### config.mk
export PLATFORM = sky130hd
export DESIGN_NAME = vga_timing_gen
export DESIGN_NICKNAME = d
export VERILOG_FILES = /design/src/rtl/vga_timing_gen.sv
export SDC_FILE = /design/constraint.sdc
export NUM_CORES = 1
export LEC_CHECK = 0
export ABC_CLOCK_PERIOD_IN_PS = 5900
export CAP_MARGIN = 10
export CORE_ASPECT_RATIO = 1.4
export CORE_MARGIN = 4
export CORE_UTILIZATION = 45
export CTS_CLUSTER_DIAMETER = 30
export DETAILED_ROUTE_END_ITERATION = 12
export PLACE_DENSITY = 0.78
export SLEW_MARGIN = 20
export SYNTH_ARGS = -nofsm -noshare
export SYNTH_HDL_FRONTEND = slang
export SYNTH_SLANG_ARGS = --single-unit
### constraint.sdc
create_clock -name clk -period 5.9 [get_ports clk]
set_clock_uncertainty 0.2 [all_clocks]
set_input_delay 1.18 -clock clk [delete_from_list [all_inputs] [get_ports clk]]
set_output_delay 1.18 -clock clk [all_outputs]
set_load 0.05 [all_outputs]
### src/rtl/vga_timing_gen.sv
// Programmable raster timing generator: pixel divider, column/row counters,
// sync and active-video decode, and a linear frame-buffer read address.
module vga_timing_gen #(
  parameter int CLK_DIV  = 2,
  parameter int H_ACTIVE = 640,
  parameter int H_FP     = 16,
  parameter int H_SYNC   = 96,
  parameter int H_BP     = 48,
  parameter int V_ACTIVE = 480,
  parameter int V_FP     = 10,
  parameter int V_SYNC   = 2,
  parameter int V_BP     = 33,
  parameter bit HS_POL   = 1'b0,
  parameter bit VS_POL   = 1'b0,
  parameter int CNT_W    = 10,
  parameter int ADDR_W   = 19
) (
  input  logic              clk,
  input  logic              n_rst,
  input  logic              enable,
  output logic              pixel_clk,
  output logic              pixel_stb,
  output logic [CNT_W-1:0]  col,
  output logic [CNT_W-1:0]  row,
  output logic              hsync,
  output logic              vsync,
  output logic              active,
  output logic [ADDR_W-1:0] addr,
  output logic              line_start,
  output logic              frame_start
);

  localparam int H_TOTAL  = H_ACTIVE + H_FP + H_SYNC + H_BP;
  localparam int V_TOTAL  = V_ACTIVE + V_FP + V_SYNC + V_BP;
  localparam int HS_START = H_ACTIVE + H_FP;
  localparam int VS_START = V_ACTIVE + V_FP;
  localparam int PH_W     = $clog2(CLK_DIV);

  localparam logic [PH_W-1:0]   PH_LAST   = PH_W'(CLK_DIV - 1);
  localparam logic [PH_W-1:0]   PH_HALF   = PH_W'(CLK_DIV / 2);
  localparam logic [CNT_W-1:0]  COL_LAST  = CNT_W'(H_TOTAL - 1);
  localparam logic [CNT_W-1:0]  ROW_LAST  = CNT_W'(V_TOTAL - 1);
  localparam logic [CNT_W-1:0]  H_ACT_C   = CNT_W'(H_ACTIVE);
  localparam logic [CNT_W-1:0]  V_ACT_C   = CNT_W'(V_ACTIVE);
  localparam logic [ADDR_W-1:0] ADDR_LAST = ADDR_W'(H_ACTIVE * V_ACTIVE - 1);

  // Reject degenerate timings at elaboration.
  if (CLK_DIV < 2 || H_ACTIVE == 0 || H_FP == 0 || H_SYNC == 0 || H_BP == 0 ||
      V_ACTIVE == 0 || V_FP == 0 || V_SYNC == 0 || V_BP == 0 ||
      (H_TOTAL - 1) >= (2 ** CNT_W) || (V_TOTAL - 1) >= (2 ** CNT_W) ||
      (H_ACTIVE * V_ACTIVE - 1) >= (2 ** ADDR_W)) begin : g_param_check
    $error("vga_timing_gen: invalid timing or width parameters");
  end

  // True when v lies in [lo, lo+len-1].
  function automatic logic in_window(input logic [CNT_W-1:0] v, input int lo, input int len);
    return (int'(v) >= lo) && (int'(v) < lo + len);
  endfunction

  // Address increment that parks on the last visible pixel instead of running past it.
  function automatic logic [ADDR_W-1:0] addr_sat_inc(input logic [ADDR_W-1:0] a);
    return (a == ADDR_LAST) ? a : a + ADDR_W'(1);
  endfunction

  logic [PH_W-1:0]   phase_q, phase_d;
  logic [CNT_W-1:0]  col_q, col_d;
  logic [CNT_W-1:0]  row_q, row_d;
  logic [ADDR_W-1:0] addr_q, addr_d;
  logic              hsync_q, hsync_d;
  logic              vsync_q, vsync_d;
  logic              active_q, active_d;
  logic              col_last, row_last;

  assign pixel_stb   = enable && (phase_q == PH_LAST);
  assign pixel_clk   = (phase_q < PH_HALF);
  assign col_last    = (col_q == COL_LAST);
  assign row_last    = (row_q == ROW_LAST);
  assign line_start  = pixel_stb && col_last;
  assign frame_start = line_start && row_last;

  // Divider phase: counts while enabled, holds otherwise.
  always_comb begin
    phase_d = phase_q;
    if (enable) begin
      phase_d = (phase_q == PH_LAST) ? '0 : phase_q + PH_W'(1);
    end
  end

  // Raster advance on each pixel strobe; sync/active decoded from the next position
  // so the registered versions line up with the registered col/row.
  always_comb begin
    col_d  = col_q;
    row_d  = row_q;
    addr_d = addr_q;
    if (pixel_stb) begin
      if (col_last) begin
        col_d = '0;
        row_d = row_last ? '0 : row_q + CNT_W'(1);
      end else begin
        col_d = col_q + CNT_W'(1);
      end
      if (frame_start) begin
        addr_d = '0;
      end else if (active_q) begin
        addr_d = addr_sat_inc(addr_q);
      end
    end
    hsync_d  = in_window(col_d, HS_START, H_SYNC) ? HS_POL : ~HS_POL;
    vsync_d  = in_window(row_d, VS_START, V_SYNC) ? VS_POL : ~VS_POL;
    active_d = (col_d < H_ACT_C) && (row_d < V_ACT_C);
  end

  // State registers with asynchronous return to the top-left, sync-idle state.
  always_ff @(posedge clk or negedge n_rst) begin
    if (!n_rst) begin
      phase_q  <= '0;
      col_q    <= '0;
      row_q    <= '0;
      addr_q   <= '0;
      hsync_q  <= ~HS_POL;
      vsync_q  <= ~VS_POL;
      active_q <= 1'b1;
    end else begin
      phase_q  <= phase_d;
      col_q    <= col_d;
      row_q    <= row_d;
      addr_q   <= addr_d;
      hsync_q  <= hsync_d;
      vsync_q  <= vsync_d;
      active_q <= active_d;
    end
  end

  assign col    = col_q;
  assign row    = row_q;
  assign addr   = addr_q;
  assign hsync  = hsync_q;
  assign vsync  = vsync_q;
  assign active = active_q;

endmodule

; ---- Word-level counts from Yosys, hierarchy flattened
; Cells that the tools add are included.
[totals]
reg_bits = 43
out_inout_bits = 46
word_cells = 41
[classes]
n_addsub = 4
n_lt_le_gt_ge = 7
eq_ne = 4
n_mux = 11
n_reduce_logical = 8
[ops]
columns = operator, count
row1 = 19-bit 2-to-1 mux, 3
row2 = 10-bit 2-to-1 mux, 5
row3 = 10-bit by 1-bit adder with 10-bit output (second input constant), 2
row4 = 10-bit == test (second input constant), 2
row5 = 10-bit < comparator (second input constant), 2
row6 = 10-bit by 9-bit < comparator with 1-bit output (second input constant), 2
row7 = 19-bit by 1-bit adder with 19-bit output (second input constant), 1
row8 = 19-bit == test (second input constant), 1
row9 = 10-bit greater-or-equal comparator (second input constant), 1
row10 = 10-bit by 9-bit greater-or-equal comparator with 1-bit output (second input constant), 1
row11 = 1-bit logical AND, 6
row12 = 1-bit 2-to-1 mux, 3
row13 = 3-bit AND reduction, 1
row14 = 2-bit inequality test (second input constant), 1
row15 = 2-bit nonzero test, 1
row16 = 1-bit adder (second input constant), 1
row17 = 1-bit < comparator (second input constant), 1

; ---- Longest topological paths before layout
; Gate-level depths: netlist of run 1.
[depth]
word_depth = 7
ltp_mapped = 9
ltp_nobuf = 8

; ---- Least setup slack after synthesis of run 1
; Ideal clock, no wire load.
[synth_path]
path_kind = input -> output
start = in enable
end = out frame_start
arrival_time_ns = 2.262
required_time_ns = 4.520
path_slack_ns = 2.258
cell_stages = 5
n_path_buf = 1
path_cell_list = nand2_2 clkinv_2 nand4_4 nor2_1 buf_2
[synth_via]
elab_chain_len = 3
[synth_rtl]
columns = element, line
row1 = from (decl), 20  ; input logic enable,
row2 = 1-bit logical AND, 74  ; assign pixel_stb = enable && (phase_q == PH_LAST);
row3 = net pixel_stb, 22  ; output logic pixel_stb,
row4 = 1-bit logical AND, 78  ; assign line_start = pixel_stb && col_last;
row5 = 1-bit logical AND, 79  ; assign frame_start = line_start && row_last;
row6 = to (decl), 30  ; output logic frame_start
; The timed path passes the listed nets, and every way through them passes these cells.

; ---- Worst setup path after layout of run 1
[layout_path]
start = in enable
end = out frame_start
[layout_via]
elab_chain_len = 3
[layout_rtl]
columns = element, line
row1 = 1-bit logical AND, 74
row2 = 1-bit logical AND, 78
row3 = 1-bit logical AND, 79
; Every way passes these cells.

==> reports/metrics.cfg, run 1 <==
[finish]
final_cell_mix=clkdlybuf4s50_1, dfrtp_1, nor2_1
nets=305
final_common_cell=clkdlybuf4s50_1
n_fill_cell=470
area_growth_pct=26.3
drive_above_1_share_pct=8.70
antenna_cells=0
final_core_util_pct=58.3

[floorplan]
dieArea_mm2=0.00653
die_x_um=69.5
core.rowCount=31
core_area_mm2=0.00516
pin_count=49
die_y_um=94.0
start_util_pct=46.1

[detailed_routing]
wire_per_inst_um=14.9
wirelength_um=5440
ant_nets=0
remaining_drc_errors=0
viasPerCell=5.52
drtIter0Drc=119
vias=2015
firstDrtPassIters=5

[critical_path]
reg2reg_slack_ns=3.48
cp.arrival_ns=3.21
rr_endpoint=addr[14]
critPathMaxFanout=9
startpoint_type=input port
cp-end-kind=primary output
crit_required_ns=4.52
r2r-start=row[0]
r2r_cells=8
crit_path_start=enable
path_class=in -> out
critPathCapture=frame_start

[grt]
grt_max_degree=44
grt_first_pass_wirelength_um=9290
antenna_found_initial=0
grt_use_total_pct=17.6
grt_pass1_vias=2057
grt_overflow=0

[clocking]
clk_pin_slew_ns=0.08
cts_setup_buffers=0
numCtsBuffers=5
cts_tree=built
cts_resized=0
clock_latency_ns=0.29
clockRootBuffer=clkbuf_8
clock_path_buffers=2
cts_max_level=2
cts.hold.buffers_added=0
clock_sinks=43

[synthesis]
synth_area_leaders=dfrtp_1, nor2_1, xnor2_1
yosys_register_bits=43
synth_top_area_cell=dfrtp_1
synthDistinctLibCells=50
synth.top_cell.area_share_pct=42.1
syn_area_mm2=0.00238
synth_nets=257
ys_seq_area_share_pct=45.4
syn_avg_cell_area_um2=9.52
synthCells=250
synth-warning-count=0

[place]
port_buffers=48
pre_cts_ws_ns=1.31
place.gp.congestion=0.876
dp_hpwl_um=4010

[power_and_ir_drop]
clockPowerShare_pct=24.9
pwr_density_cell_mw_per_mm2=321
ir_drop_uv=187
p_leak_nw=1.27
p_sw_w=0.000381
seqPwrFrac_pct=40.0
combPwrFrac_pct=35.0
p_sw_share_pct=39.5
intPower_w=0.000584

[status]
status=finished, final reports clean

[timing]
drv_slew=0
hold_violations=0
timing.final.ws_setup_ns=1.31
fmaxAchievable_mhz=218
slew_headroom_pct=37.6
timing.final.crit_share_pct=77.8
final.setup.tns_ns=0
report.final.setup_viol=0
rsz0062_at_grt=false
worst_pin_slew_ns=0.935
fin_crit_ns=4.59

[flow_run]
maxCapViolCount=0

[hold_path]
whs_path_depth=1
min_path_type=reg -> reg

## power by group through the flow
| stage | combinational, W | clock, W | sequential, W |
|---|---|---|---|
| final | 0.000338 | 0.000240 | 0.000386 |
| after global routing | 0.000362 | 0.000252 | 0.000393 |
| after CTS | 0.000341 | 0.000242 | 0.000385 |
| after detailed placement | 0.000340 | 0 | 0.000391 |
| after global placement | 0.000335 | 0 | 0.000390 |
| after floorplan | 0.000127 | 0 | 0.000492 |
## routing by layer
layer	track usage [%]	share of wire (%)	vias up
met1	18.5	40	971
met3	2.78	4.5	11
li1	-	-	976
met2	33.5	54	57
met4	8.47	2.3	0
met5	0	0	-
## Yosys cell counts (all sizes together)
cell type  number
a211oi          1
a21o            2
a21oi           8
a22o            1
a22oi           1
a31oi           3
and2            1
and3            7
and4            4
buf             7
clkbuf          1
clkinv          2
dfrtp          40
dfstp           3
ha              4
inv             8
nand2          25
nand2b          1
nand3          19
nand4          13
nand4b          1
nor2           33
nor3            7
nor3b           1
nor4            3
nor4b           2
nor4bb          2
o211a           1
o211ai          1
o21a            1
o21ai          11
o31a            1
o31ai           1
or2             1
or3             6
xnor2          14
xor2           13
## cell families after synthesis
| logic type | count (synthesis) | share of synthesized area [%] |
|---|---|---|
| AO/OA/AOI/OAI | 32 | 8.62 |
| flip-flops | 43 | 45.4 |
| buffers and inverters | 18 | 4.26 |
| XOR/XNOR | 27 | 10.3 |
| AND/OR/NAND/NOR | 126 | 29.4 |
| adder cells (fa/ha/maj) | 4 | 2.10 |
## state kept, by name, indices dropped and copies added (netlist names)
signal / count
hsync: 1
addr: 19
row: 10
phase_q: 1
col: 10
vsync: 1
active: 1
## per-stage QoR
step	total power [W]	std cells	hold WS (ns)	instance area (µm²)
detailed placement	0.000731	357	0.316	2890
floorplan	0.000619	250	0.293	2380
finish	0.000964	365	0.329	3010
global placement	0.000724	357	0.316	2890
global route	0.00101	365	0.389	3010
CTS	0.000968	365	0.329	3010
## how the worst min path moves through the flow
| stage | startpoint | end |
|---|---|---|
| final | phase_q | phase_q |
| after global routing | phase_q | phase_q |
| after CTS | phase_q | phase_q |
| after detailed placement | phase_q | phase_q |
| after global placement | phase_q | phase_q |
| after floorplan | phase_q | phase_q |
## critical path: stages
cell and delay (ns):
clkdlybuf4s50_1 0.52, nand2_2 0.12, clkinv_2 0.14, nand4_4 0.15
nor2_1 0.24, clkdlybuf4s50_1 0.85
## cell type report
cell class / count / area, µm² / area share, %
Multi-Input combinational cell: 189 / 1200 / 39.9
Sequential cell: 43 / 1080 / 35.9
Timing Repair Buffer: 49 / 483 / 16.1
Clock buffer: 6 / 82.6 / 2.75
Tap cell: 66 / 82.6 / 2.75
Inverter: 10 / 43.8 / 1.46
Clock inverter: 2 / 35.0 / 1.17
No activity file was read; power rests on OpenSTA's default activity.
==> run 2: changes to the inputs <==
--- a/config.mk
+++ b/config.mk
@@ -5,7 +5,7 @@
 export SDC_FILE = /design/constraint.sdc
 export NUM_CORES = 1
 export LEC_CHECK = 0
-export ABC_CLOCK_PERIOD_IN_PS = 5900
+export ABC_CLOCK_PERIOD_IN_PS = 4500
 export CAP_MARGIN = 10
 export CORE_ASPECT_RATIO = 1.4
 export CORE_MARGIN = 4
==> constraint.sdc (replaced) <==
create_clock -name clk -period 4.5 [get_ports clk]
set_clock_uncertainty 0.2 [all_clocks]
set_input_delay 0.9 -clock clk [delete_from_list [all_inputs] [get_ports clk]]
set_output_delay 0.9 -clock clk [all_outputs]
set_load 0.05 [all_outputs]
==> reports/metrics.cfg, run 2 (synthesis gave the netlist of run 1 again) <==
[timing]
hold_violations=0  ; unchanged
worst_pin_slew_ns=0.926  ; -0.00924 ns
slew_headroom_pct=38.3  ; +0.62 points
final.setup.tns_ns=0  ; unchanged
fin_crit_ns=3.94
rsz0062_at_grt=false
report.final.setup_viol=0  ; unchanged
drv_slew=0  ; unchanged
fmaxAchievable_mhz=254
timing.final.crit_share_pct=87.6

[finish]
n_fill_cell=446  ; -5.1%
final_core_util_pct=58.1  ; -0.15 points
area_growth_pct=26.0
antenna_cells=0  ; unchanged
multiInputGateArea_mm2=0.00120  ; unchanged
ff_latch_area_mm2=0.00108  ; unchanged
nets=305  ; unchanged
drive_above_1_share_pct=8.70  ; unchanged
final_cell_mix=clkdlybuf4s50_1, dfrtp_1, nor2_1
final_common_cell=clkdlybuf4s50_1
largest_reg_flops=19  ; unchanged

[clocking]
numCtsBuffers=5  ; unchanged
cts_max_level=2  ; unchanged
clk_pin_slew_ns=0.08  ; about the same
cts.hold.buffers_added=0  ; unchanged
cts_setup_buffers=0  ; unchanged
clock_latency_ns=0.29  ; about the same
clock_path_buffers=2  ; unchanged
cts_tree=built
cts_resized=0  ; unchanged
clockRootBuffer=clkbuf_8
clock_sinks=43  ; unchanged

[critical_path]
crit_path_start=enable
crit_required_ns=3.40  ; -1.12 ns
startpoint_type=input port
r2r_cells=8  ; unchanged
critPathMaxFanout=15  ; +6
cp.arrival_ns=2.84  ; -0.37 ns
cp-end-kind=primary output
r2r-start=row[0]
reg2reg_slack_ns=1.98  ; -1.50 ns
path_class=in -> out

[status]
status=finished, final reports clean

[hold_path]
whs_path_depth=1  ; unchanged
min_path_type=reg -> reg
min_from=phase_q

[place]
dp_hpwl_um=3840  ; -4.3%
port_buffers=48  ; unchanged
place.gp.congestion=0.849  ; -3.0%

[detailed_routing]
remaining_drc_errors=0  ; unchanged
ant_nets=0  ; unchanged
wirelength_um=5270  ; -3.2%
viasPerCell=5.54  ; +0.40%
vias=2023  ; +0.40%
drtIter0Drc=89  ; -25%
wire_per_inst_um=14.4  ; -3.2%
firstDrtPassIters=4  ; -1

[power_and_ir_drop]
pwr_density_cell_mw_per_mm2=406  ; +26%
clockPowerShare_pct=22.0  ; -2.9 points
p_sw_share_pct=40.2  ; +0.79 points
ir_drop_uv=209  ; +12%
p_leak_nw=1.26  ; -0.39%
seqPwrFrac_pct=41.6  ; +1.6 points
combPwrFrac_pct=36.3  ; +1.3 points
intPower_w=0.000726  ; +24%
p_sw_w=0.000489  ; +29%

[grt]
antenna_found_initial=0  ; unchanged
grt_pass1_vias=2009  ; -2.3%
grt_first_pass_wirelength_um=9340  ; +0.44%
grt_overflow=0  ; unchanged
grt_use_total_pct=17.3  ; -0.24 points
grt_max_degree=44  ; unchanged

[floorplan]
core.rowCount=31  ; unchanged
die_x_um=69.5  ; unchanged
start_util_pct=46.1  ; unchanged
core_area_mm2=0.00516  ; unchanged
die_y_um=94.0  ; unchanged
pin_count=49  ; unchanged
dieArea_mm2=0.00653  ; unchanged

[flow_run]
maxCapViolCount=0  ; unchanged

run 2: stage by stage:
| step | area (µm²) | hold WS [ns] | setup WS (ns) | power, W | std cells |
|---|---|---|---|---|---|
| after global routing | 3000 | 0.381 | 0.444 | 0.00128 | 365 |
| after floorplan | 2380 | 0.293 | 1.42 | 0.000811 | 250 |
| after global placement | 2900 | 0.315 | 0.593 | 0.000949 | 357 |
| after CTS | 3000 | 0.336 | 0.548 | 0.00123 | 365 |
| final | 3000 | 0.332 | 0.558 | 0.00122 | 365 |
| after detailed placement | 2900 | 0.323 | 0.562 | 0.000958 | 357 |
run 2: critical path: stages:
cell	delay, ns
clkdlybuf4s50_1	0.52
nand2_2	0.13
clkinv_2	0.15
nand4_4	0.15
clkinv_4	0.16
clkdlybuf4s50_1	0.82
run 2: cell type report:
cell class	instances	area share, %
sequential	43	36.0
timing repair buffer	49	16.4
clock buffer	8	3.34
tap	66	2.75
multi-input combinational	189	40.0
inverter	10	1.46
run 2: path summary, 6_finish.rpt:
path,to
setup / recovery,line_start
max in group asynchronous,addr[0]
min in group asynchronous,addr[13]
setup reg to reg,addr[14]
hold reg to reg,phase_q
hold / removal,phase_q
run 2: power by group through the flow:
| stage | combinational [W] | clock, W | sequential (W) |
|---|---|---|---|
| after floorplan | 0.000166 | 0 | 0.000645 |
| after global placement | 0.000438 | 0 | 0.000511 |
| after detailed placement | 0.000446 | 0 | 0.000512 |
| after CTS | 0.000447 | 0.000274 | 0.000506 |
| after global routing | 0.000473 | 0.000286 | 0.000517 |
| final | 0.000442 | 0.000268 | 0.000506 |
run 2: per-layer routing:
| metal | GRT usage [%] | share of wire (%) | vias up |
|---|---|---|---|
| met3 | 2.46 | 3.9 | 9 |
| met4 | 6.35 | 1.7 | 0 |
| met5 | 0 | 0 | - |
| li1 | - | - | 978 |
| met2 | 30.8 | 52 | 51 |
| met1 | 21.2 | 42 | 985 |
==> run 3: changes to the inputs <==
--- a/config.mk
+++ b/config.mk
@@ -6,7 +6,7 @@
 export NUM_CORES = 1
 export LEC_CHECK = 0
 export ABC_CLOCK_PERIOD_IN_PS = 4500
-export CAP_MARGIN = 10
+export CAP_MARGIN = 30
 export CORE_ASPECT_RATIO = 1.4
 export CORE_MARGIN = 4
 export CORE_UTILIZATION = 45
==> reports/metrics.cfg, run 3 (synthesis gave the netlist of run 1 again) <==
[critical_path]
cp.arrival_ns=2.85  ; about the same
crit_required_ns=3.40  ; about the same
cp-end-kind=primary output
critPathMaxFanout=15  ; unchanged
path_class=in -> out
startpoint_type=input port

[clocking]
clock_path_buffers=2  ; unchanged
cts_max_level=2  ; unchanged
numCtsBuffers=5  ; unchanged
cts.hold.buffers_added=0  ; unchanged
clock_latency_ns=0.29  ; about the same
cts_setup_buffers=0  ; unchanged
cts_tree=built
cts_resized=0  ; unchanged
clockRootBuffer=clkbuf_8
clock_sinks=43  ; unchanged
clk_pin_slew_ns=0.08  ; about the same

[timing]
timing.final.crit_share_pct=87.7  ; +0.094 points
report.final.setup_viol=0  ; unchanged
fin_crit_ns=3.95  ; +0.00423 ns
slew_headroom_pct=56.0  ; +18 points
fmaxAchievable_mhz=253  ; -0.11%
drv_slew=0  ; unchanged
hold_violations=0  ; unchanged
final.setup.tns_ns=0  ; unchanged
rsz0062_at_grt=false
hold_slack_ns=0.277  ; -0.0549 ns
worst_pin_slew_ns=0.654  ; -0.272 ns

[finish]
layoutNonFillerInstCount=366  ; +0.27%
drive_above_1_share_pct=9.00  ; +0.30 points
final_cell_mix=clkdlybuf4s50_1, dfrtp_1, nor2_1
n_fill_cell=444  ; -0.45%
multiInputGateArea_mm2=0.00120  ; unchanged
area_growth_pct=26.8
largest_reg_flops=19  ; unchanged
final_common_cell=clkdlybuf4s50_1
nets=306  ; +0.33%
ff_latch_area_mm2=0.00108  ; unchanged
antenna_cells=0  ; unchanged

[detailed_routing]
wire_per_inst_um=14.4  ; -0.22%
firstDrtPassIters=4  ; unchanged
drtIter0Drc=90  ; +1.1%
ant_nets=0  ; unchanged
wirelength_um=5270  ; about the same
remaining_drc_errors=0  ; unchanged
viasPerCell=5.51  ; -0.52%
vias=2018  ; -0.25%

[power_and_ir_drop]
pwr_density_cell_mw_per_mm2=404  ; -0.46%
ir_drop_uv=209  ; -0.42%
finalPower_w=0.00122  ; +0.20%
p_leak_nw=1.27  ; +0.75%

[floorplan]
die_x_um=69.5  ; unchanged
core_area_mm2=0.00516  ; unchanged
dieArea_mm2=0.00653  ; unchanged
core.rowCount=31  ; unchanged
start_util_pct=46.1  ; unchanged
pin_count=49  ; unchanged
die_y_um=94.0  ; unchanged

[place]
place.gp.congestion=0.849  ; unchanged
dp_hpwl_um=3840  ; unchanged
port_buffers=48  ; unchanged
dpl.cell_count=357  ; unchanged

[flow_run]
maxCapViolCount=0  ; unchanged

[grt]
grt_overflow=0  ; unchanged
grt_max_degree=44  ; unchanged
grt_use_total_pct=17.3  ; unchanged
grt_pass1_vias=2009  ; unchanged
antenna_found_initial=0  ; unchanged
grt_first_pass_wirelength_um=9340  ; unchanged

[status]
status=finished, final reports clean

[hold_path]
min_path_type=in -> async

run 3: cell types whose count changed in the layout (fill, tap and decap cells not counted), sizes merged:
| cell | before | now |
|---|---|---|
| buf | 3 | 4 |
run 3: per-layer routing:
metal | vias up | share of wire, % | track usage, %
met5 | - | 0 | 0
met4 | 0 | 1.7 | 6.35
met3 | 9 | 3.9 | 2.46
met2 | 49 | 52 | 30.8
met1 | 980 | 42 | 21.2
li1 | 980 | - | -
run 3: power breakdown:
group	internal [W]	switching [W]
logic	0.000153	0.000291
registers	0.000435	0.0000719
clock network	0.000140	0.000128
run 3: layout make-up:
| type | count | area share (%) |
|---|---|---|
| well taps | 66 | 2.74 |
| repair buffers | 50 | 17.0 |
| inverters | 10 | 1.45 |
| multi-input cells | 189 | 39.7 |
| flip-flops and latches | 43 | 35.8 |
| clock buffers | 8 | 3.32 |
run 3: path summary, 6_finish.rpt:
| check | to | start | slack (ns) | cells after the start |
|---|---|---|---|---|
| min reg2reg | phase_q | phase_q | 0.33 | 1 |
| max | line_start | enable | 0.55 | 6 |
| min | addr[13] | n_rst | 0.28 | 1 |
| min in group clk | phase_q | phase_q | 0.33 | 1 |
| max in group asynchronous | hsync | n_rst | 3.30 | 2 |
| max reg2reg | addr[14] | row[0] | 1.98 | 8 |
run 3: critical path, stage by stage:
cell             delay [ns]
clkdlybuf4s50_1        0.52
nand2_2                0.13
clkinv_2               0.15
nand4_4                0.16
clkinv_4               0.17
clkdlybuf4s50_1        0.82
run 3: stage by stage:
| step | instance area, µm² | setup WS (ns) | utilization [%] |
|---|---|---|---|
| after CTS | 3000 | 0.548 | 58.1 |
| after floorplan | 2380 | 1.42 | - |
| final | 3020 | 0.553 | 58.5 |
| after detailed placement | 2900 | 0.562 | 56.2 |
| after global routing | 3020 | 0.444 | 58.5 |
| after global placement | 2900 | 0.593 | 56.2 |
